## src/rtl/rv32m_pkg.sv

```systemverilog
// RV32M shared definitions: multiply/divide funct3[1:0] encodings.
// Imported by decode, the multiply sequencer and the divider.
package rv32m_pkg;

    localparam logic [1:0] OP_MUL    = 2'b00;
    localparam logic [1:0] OP_MULH   = 2'b01;
    localparam logic [1:0] OP_MULHSU = 2'b10;
    localparam logic [1:0] OP_MULHU  = 2'b11;

endpackage

```

## src/rtl/mul_result_stage_if.sv

```systemverilog
// Issue and result handshake channels of the multiply sequencer.
// slave = the sequencer, master = issue logic plus writeback consumer.
interface mul_result_stage_if #(
    parameter int TAG_W = 5
);

    logic             in_valid;
    logic             in_ready;
    logic [1:0]       in_op;
    logic [31:0]      in_a;
    logic [31:0]      in_b;
    logic [TAG_W-1:0] in_tag;

    logic             out_valid;
    logic             out_ready;
    logic [31:0]      out_result;
    logic [TAG_W-1:0] out_tag;

    modport slave (
        input  in_valid, in_op, in_a, in_b, in_tag,
        input  out_ready,
        output in_ready,
        output out_valid, out_result, out_tag
    );

    modport master (
        output in_valid, in_op, in_a, in_b, in_tag,
        output out_ready,
        input  in_ready,
        input  out_valid, out_result, out_tag
    );

endinterface

```

## src/rtl/mul_result_stage.sv

```systemverilog
// Two-stage RV32M multiply sequencer around an external signed
// 32x32 multiplier: operand stage (S1) then result stage (S2).
module mul_result_stage
    import rv32m_pkg::*;
#(
    parameter int TAG_W = 5
) (
    input  logic        clk,
    input  logic        rst,
    input  logic        flush,
    mul_result_stage_if.slave io,
    output logic [31:0] mul_a,
    output logic [31:0] mul_b,
    input  logic [63:0] mul_product,
    output logic        busy
);

    logic             s1_valid_q, s1_valid_d;
    logic [1:0]       op_q;
    logic [31:0]      a_q;
    logic [31:0]      b_q;
    logic [TAG_W-1:0] tag_q;

    logic             out_valid_q, out_valid_d;
    logic [31:0]      result_q, result_d;
    logic [TAG_W-1:0] otag_q;

    logic s1_adv;
    logic accept;

    // Turns the signed*signed high word into the mixed/unsigned one.
    function automatic logic [31:0] hi_correct(
        input logic [1:0]  op,
        input logic [31:0] a,
        input logic [31:0] b,
        input logic [31:0] hi
    );
        logic [31:0] r;
        r = hi;
        case (op)
            OP_MULHSU: r = hi + (b[31] ? a : 32'd0);
            OP_MULHU:  r = hi + (b[31] ? a : 32'd0)
                              + (a[31] ? b : 32'd0);
            default:   r = hi;
        endcase
        return r;
    endfunction

    always_comb begin
        s1_adv      = s1_valid_q & (~out_valid_q | io.out_ready);
        io.in_ready = ~flush & (~s1_valid_q | s1_adv);
        accept      = io.in_valid & io.in_ready;
        s1_valid_d  = accept | (s1_valid_q & ~s1_adv);
        out_valid_d = s1_adv | (out_valid_q & ~io.out_ready);
        if (op_q == OP_MUL) begin
            result_d = mul_product[31:0];
        end else begin
            result_d = hi_correct(op_q, a_q, b_q, mul_product[63:32]);
        end
    end

    always_ff @(posedge clk or posedge rst) begin
        if (rst) begin
            s1_valid_q  <= 1'b0;
            op_q        <= 2'b00;
            a_q         <= 32'd0;
            b_q         <= 32'd0;
            tag_q       <= '0;
            out_valid_q <= 1'b0;
            result_q    <= 32'd0;
            otag_q      <= '0;
        end else if (flush) begin
            // Data regs keep stale values; only the valids are killed.
            s1_valid_q  <= 1'b0;
            out_valid_q <= 1'b0;
        end else begin
            s1_valid_q  <= s1_valid_d;
            out_valid_q <= out_valid_d;
            if (accept) begin
                op_q  <= io.in_op;
                a_q   <= io.in_a;
                b_q   <= io.in_b;
                tag_q <= io.in_tag;
            end
            if (s1_adv) begin
                result_q <= result_d;
                otag_q   <= tag_q;
            end
        end
    end

    assign mul_a         = a_q;
    assign mul_b         = b_q;
    assign io.out_valid  = out_valid_q;
    assign io.out_result = result_q;
    assign io.out_tag    = otag_q;
    assign busy          = s1_valid_q | out_valid_q;

endmodule

```

## src/flat_wrapper.sv

```systemverilog
// flat-port wrapper written by rule: the top's interface ports become plain ports
module mul_result_stage_flat import rv32m_pkg::*;
#(
    parameter int TAG_W = 5
)
  (clk, rst, flush, mul_a, mul_b, mul_product, busy, io_in_valid, io_in_op, io_in_a, io_in_b, io_in_tag, io_out_ready, io_in_ready, io_out_valid, io_out_result, io_out_tag);
  mul_result_stage_if #(.TAG_W(TAG_W)) io_i ();
  input  logic clk;
  input  logic rst;
  input  logic flush;
  output logic [31:0] mul_a;
  output logic [31:0] mul_b;
  input  logic [63:0] mul_product;
  output logic busy;
  input wire logic [$bits(io_i.in_valid)-1:0] io_in_valid;
  input wire logic [$bits(io_i.in_op)-1:0] io_in_op;
  input wire logic [$bits(io_i.in_a)-1:0] io_in_a;
  input wire logic [$bits(io_i.in_b)-1:0] io_in_b;
  input wire logic [$bits(io_i.in_tag)-1:0] io_in_tag;
  input wire logic [$bits(io_i.out_ready)-1:0] io_out_ready;
  output wire logic [$bits(io_i.in_ready)-1:0] io_in_ready;
  output wire logic [$bits(io_i.out_valid)-1:0] io_out_valid;
  output wire logic [$bits(io_i.out_result)-1:0] io_out_result;
  output wire logic [$bits(io_i.out_tag)-1:0] io_out_tag;
  assign io_i.in_valid = io_in_valid;
  assign io_i.in_op = io_in_op;
  assign io_i.in_a = io_in_a;
  assign io_i.in_b = io_in_b;
  assign io_i.in_tag = io_in_tag;
  assign io_i.out_ready = io_out_ready;
  assign io_in_ready = io_i.in_ready;
  assign io_out_valid = io_i.out_valid;
  assign io_out_result = io_i.out_result;
  assign io_out_tag = io_i.out_tag;
  mul_result_stage #(.TAG_W(TAG_W)) u_core (.clk(clk), .rst(rst), .flush(flush), .io(io_i), .mul_a(mul_a), .mul_b(mul_b), .mul_product(mul_product), .busy(busy));
endmodule
```

## config.mk

```make
export PLATFORM = sky130hd
export DESIGN_NAME = mul_result_stage_flat
export DESIGN_NICKNAME = d
export VERILOG_FILES = /design/src/rtl/rv32m_pkg.sv /design/src/rtl/mul_result_stage_if.sv /design/src/rtl/mul_result_stage.sv /design/src/flat_wrapper.sv
export SDC_FILE = /design/constraint.sdc
export NUM_CORES = 1
export LEC_CHECK = 0
export ABC_AREA = 1
export CAP_MARGIN = 20
export CORE_UTILIZATION = 54
export DETAILED_ROUTE_END_ITERATION = 8
export GPL_TIMING_DRIVEN = 0
export PLACE_DENSITY = 0.95
export REMOVE_ABC_BUFFERS = 1
export SYNTH_ARGS = -nofsm -noshare
export SYNTH_HDL_FRONTEND = slang
export SYNTH_SLANG_ARGS = --single-unit
```

## constraint.sdc

```tcl
create_clock -name clk -period 7.79 [get_ports clk]
set_clock_uncertainty 0.05 [all_clocks]
set_input_delay 1.558 -clock clk [delete_from_list [all_inputs] [get_ports clk]]
set_output_delay 1.558 -clock clk [all_outputs]
set_load 0.01 [all_outputs]
```

==> flow_metrics.py <==
metrics = {
    "clock_tree": {
        "clock_latency_ns": 0.37,
        "clock_path_buffers": 2,
        "path_clk_slew_ns": 0.07,
        "numCtsBuffers": 9,
        "cts_hold_buf": 0,
        "h-tree-depth": 3,
        "cts_setup_buffers": 0,
        "clock_sinks": 110,
        "cts_tree": "yes",
        "ctsResizeCount": 0,
        "root_buffer": "clkbuf_16",
    },
    "logic_synthesis": {
        "netlist-cell-type-count": 53,
        "yosys_warnings": 0,
        "async_flop_share_pct": 100,
        "synth_commonest_cells": "nand2_1, inv_1, nor2_1, dfrtp_1, a21oi_1",
        "synth_enable_flop_cells": 0,
        "yosys_register_bits": 110,
        "yosys_most_used_dff": "dfrtp_1",
        "yosysSeqAreaShare_pct": 29.4,
        "synthesis.area_um2": 9370,
        "yosysTopAreaCellShare_pct": 29.4,
        "synth_top_family_by_area": "simple AND/OR/NAND/NOR gates",
        "synth_cells": 1364,
        "synth_compound_area_share_pct": 13.2,
        "muxShareOfSynthArea_pct": 7.69,
        "synth_fa_ha_area_share_pct": 8.97,
        "yosys.area.top_type": "dfrtp_1",
        "synth-simple-area-share_pct": 29.5,
        "yosysMostFrequentCell": "nand2_1",
        "syn_area_per_cell_um2": 6.87,
        "synth_xor_xnor_area_share_pct": 2.40,
        "yosys-top-cells-area": "dfrtp_1, nand2_1, ha_1",
    },
    "timing": {
        "worst_slew_pin_slew_ns": 1.01,
        "finalHoldViolations": 0,
        "rsz0062_at_grt": "no",
        "finalSetupViolations": 0,
        "fin_tns_setup_ns": 0,
        "min_period_ns": 5.75,
        "fmax_mhz": 174,
        "timing.final.crit_share_pct": 73.8,
        "slew_violations": 0,
        "max_slew_margin_pct": 32.5,
    },
    "grt": {
        "antenna_found_initial": 0,
        "grt_pass1_wl_mm": 50.0,
        "grt-ovfl-total": 0,
        "grt_use_total_pct": 35.7,
        "grt_start_max_net_pins": 62,
        "grt_pass1_vias": 9763,
    },
    "min_path": {
        "whs_path_depth": 2,
        "worstHoldPathType": "reg2reg",
        "hold_path_startpoint": "u_core.io.out_result[7]",
        "hold_end": "u_core.io.out_result[7]",
    },
    "place": {
        "dp_cells": 1794,
        "routabilityCongestion": 0.992,
        "place_area_um2": 12000,
        "io_buffer_count": 243,
        "place_hpwl_mm": 25.7,
    },
    "floorplanning": {
        "die_area_um2": 17900,
        "io_pins": 244,
        "start_util_pct": 55.9,
        "core_um2": 16800,
        "rows": 47,
        "fp.dieH_um": 134,
        "die_w_um": 134,
    },
    "power": {
        "cellLeakagePower_uw": 0.00627,
        "vdd_ir_drop_max_mv": 0.129,
        "total_power_uw": 3030,
        "pwr_density_cell_nw_per_um2": 246,
    },
    "finish": {
        "nets": 1792,
        "final_cell_count_no_fill": 1810,
        "nFillCells": 1367,
        "drive_gt1_share_pct": 6.86,
        "n_antenna_cell": 0,
        "design_area_um2": 12300,
        "areaGrowthSynthToFinish_pct": 31.6,
    },
    "setup_path": {
        "crit_arrival_ns": 5.95,
        "cp-start-kind": "input pin",
        "critPathMaxFanout": 6,
        "cp.required_ns": 7.99,
        "rr_worst_depth": 25,
        "rr_endpoint": "u_core.io.out_result[23]",
        "r2r-start": "u_core.mul_b[31]",
        "r2r_setup_slack_ns": 2.90,
        "critPathCaptureType": "flip-flop",
        "critPathKind": "in2reg",
    },
    "routing": {
        "dr_total_vias": 10195,
        "wirelength_mm": 31.7,
        "vias_per_cell": 5.63,
        "ant_nets": 0,
        "drt_pass1_iterations": 6,
        "drtIter0Drc": 827,
        "wl_per_cell_um": 17.5,
        "drc": 0,
    },
    "run": {
        "max-cap-violations": 0,
    },
    "run_status": {
        "status": "finished, final reports clean",
    },
}
[registers in the layout (all words and copies together) (netlist names)]
signal                flops
u_core.s1_valid_q         1
u_core.mul_b             32
u_core.io.out_tag         5
u_core.tag_q              5
u_core.io.out_result     32
u_core.io.out_valid       1
u_core.mul_a             32
u_core.op_q               2
[stage by stage]
stage	utilization [%]	setup WS, ns	hold slack, ns
floorplan	-	3.10	0.428
global placement	71.0	1.86	0.412
detailed placement	71.8	1.87	0.414
CTS	73.4	2.20	0.433
global route	73.6	1.77	0.447
finish	73.6	2.04	0.431
[worst max path at each step]
stage | startpoint | end | slack (ns) | cells after the start
2_1_floorplan | mul_product[32] | u_core.io.out_result[31] | 3.10 | 26
3_3_place_gp | rst | u_core.mul_b[25] | 1.86 | 2
3_5_place_dp | mul_product[32] | u_core.io.out_result[31] | 1.87 | 27
4_1_cts | mul_product[32] | u_core.io.out_result[31] | 2.20 | 27
5_1_grt | mul_product[32] | u_core.io.out_result[31] | 1.77 | 27
6_report | mul_product[32] | u_core.io.out_result[23] | 2.04 | 24
[layer usage]
metal,vias to the layer above,track usage (%),wire length (um)
met1,4764,48.3,13600
li1,4890,-,-
met4,0,12.8,773
met5,-,0,0
met2,482,57.8,14800
met3,59,5.59,2540
[power by group]
| group | internal, uW | leakage (uW) | switching (uW) |
|---|---|---|---|
| clock network | 226 | 0.000128 | 225 |
| registers | 695 | 0.00132 | 91.4 |
| logic | 736 | 0.00483 | 1060 |
[critical path, stage by stage]
cell             delay, ns
clkdlybuf4s50_1       0.49
ha_1                  0.22
inv_1                 0.07
fa_1                  0.43
inv_1                 0.08
nand3_1               0.06
nand2_1               0.23
a21boi_2              0.13
o21ai_2               0.27
nand2_1               0.08
nand2_1               0.18
xor2_1                0.26
ha_1                  0.34
a21oi_1               0.27
o21ai_0               0.19
a21oi_1               0.15
nand2_1               0.13
nand2_1               0.14
nand3_1               0.12
or2_0                 0.22
nand3_1               0.08
nand3_1               0.12
nand2_1               0.08
nand2_1               0.04
[area by class of cell]
cell class / instances / area, um2 / area share, %
inverter: 177 / 667 / 5.41
multi-input combinational: 1040 / 5790 / 47.0
sequential: 110 / 2750 / 22.3
timing repair buffer: 248 / 2570 / 20.8
clock buffer: 11 / 243 / 1.97
clock inverter: 4 / 32.5 / 0.264
tap: 220 / 275 / 2.23
[cell families after synthesis]
| family | after synthesis |
|---|---|
| adder cells (fa/ha/maj) | 66 |
| multiplexers | 64 |
| AND/OR/NAND/NOR | 666 |
| flip-flops | 110 |
| buffers and inverters | 214 |
| AO/OA/AOI/OAI | 220 |
| XOR/XNOR | 24 |
[cells in the final DEF (no fill, tap or decap), types with 7 or more instances in the layout]
master / instances
nand2_1: 380
clkdlybuf4s50_1: 243
inv_1: 173
nor2_1: 142
dfrtp_1: 110
a21oi_1: 96
nand3_1: 90
o21ai_0: 76
mux2_2: 64
ha_1: 64
xor2_1: 17
o211ai_1: 12
nand4_1: 10
nor3_1: 10
clkbuf_16: 9
o21bai_1: 7
Note: power is estimated with default switching activity, not from simulation.
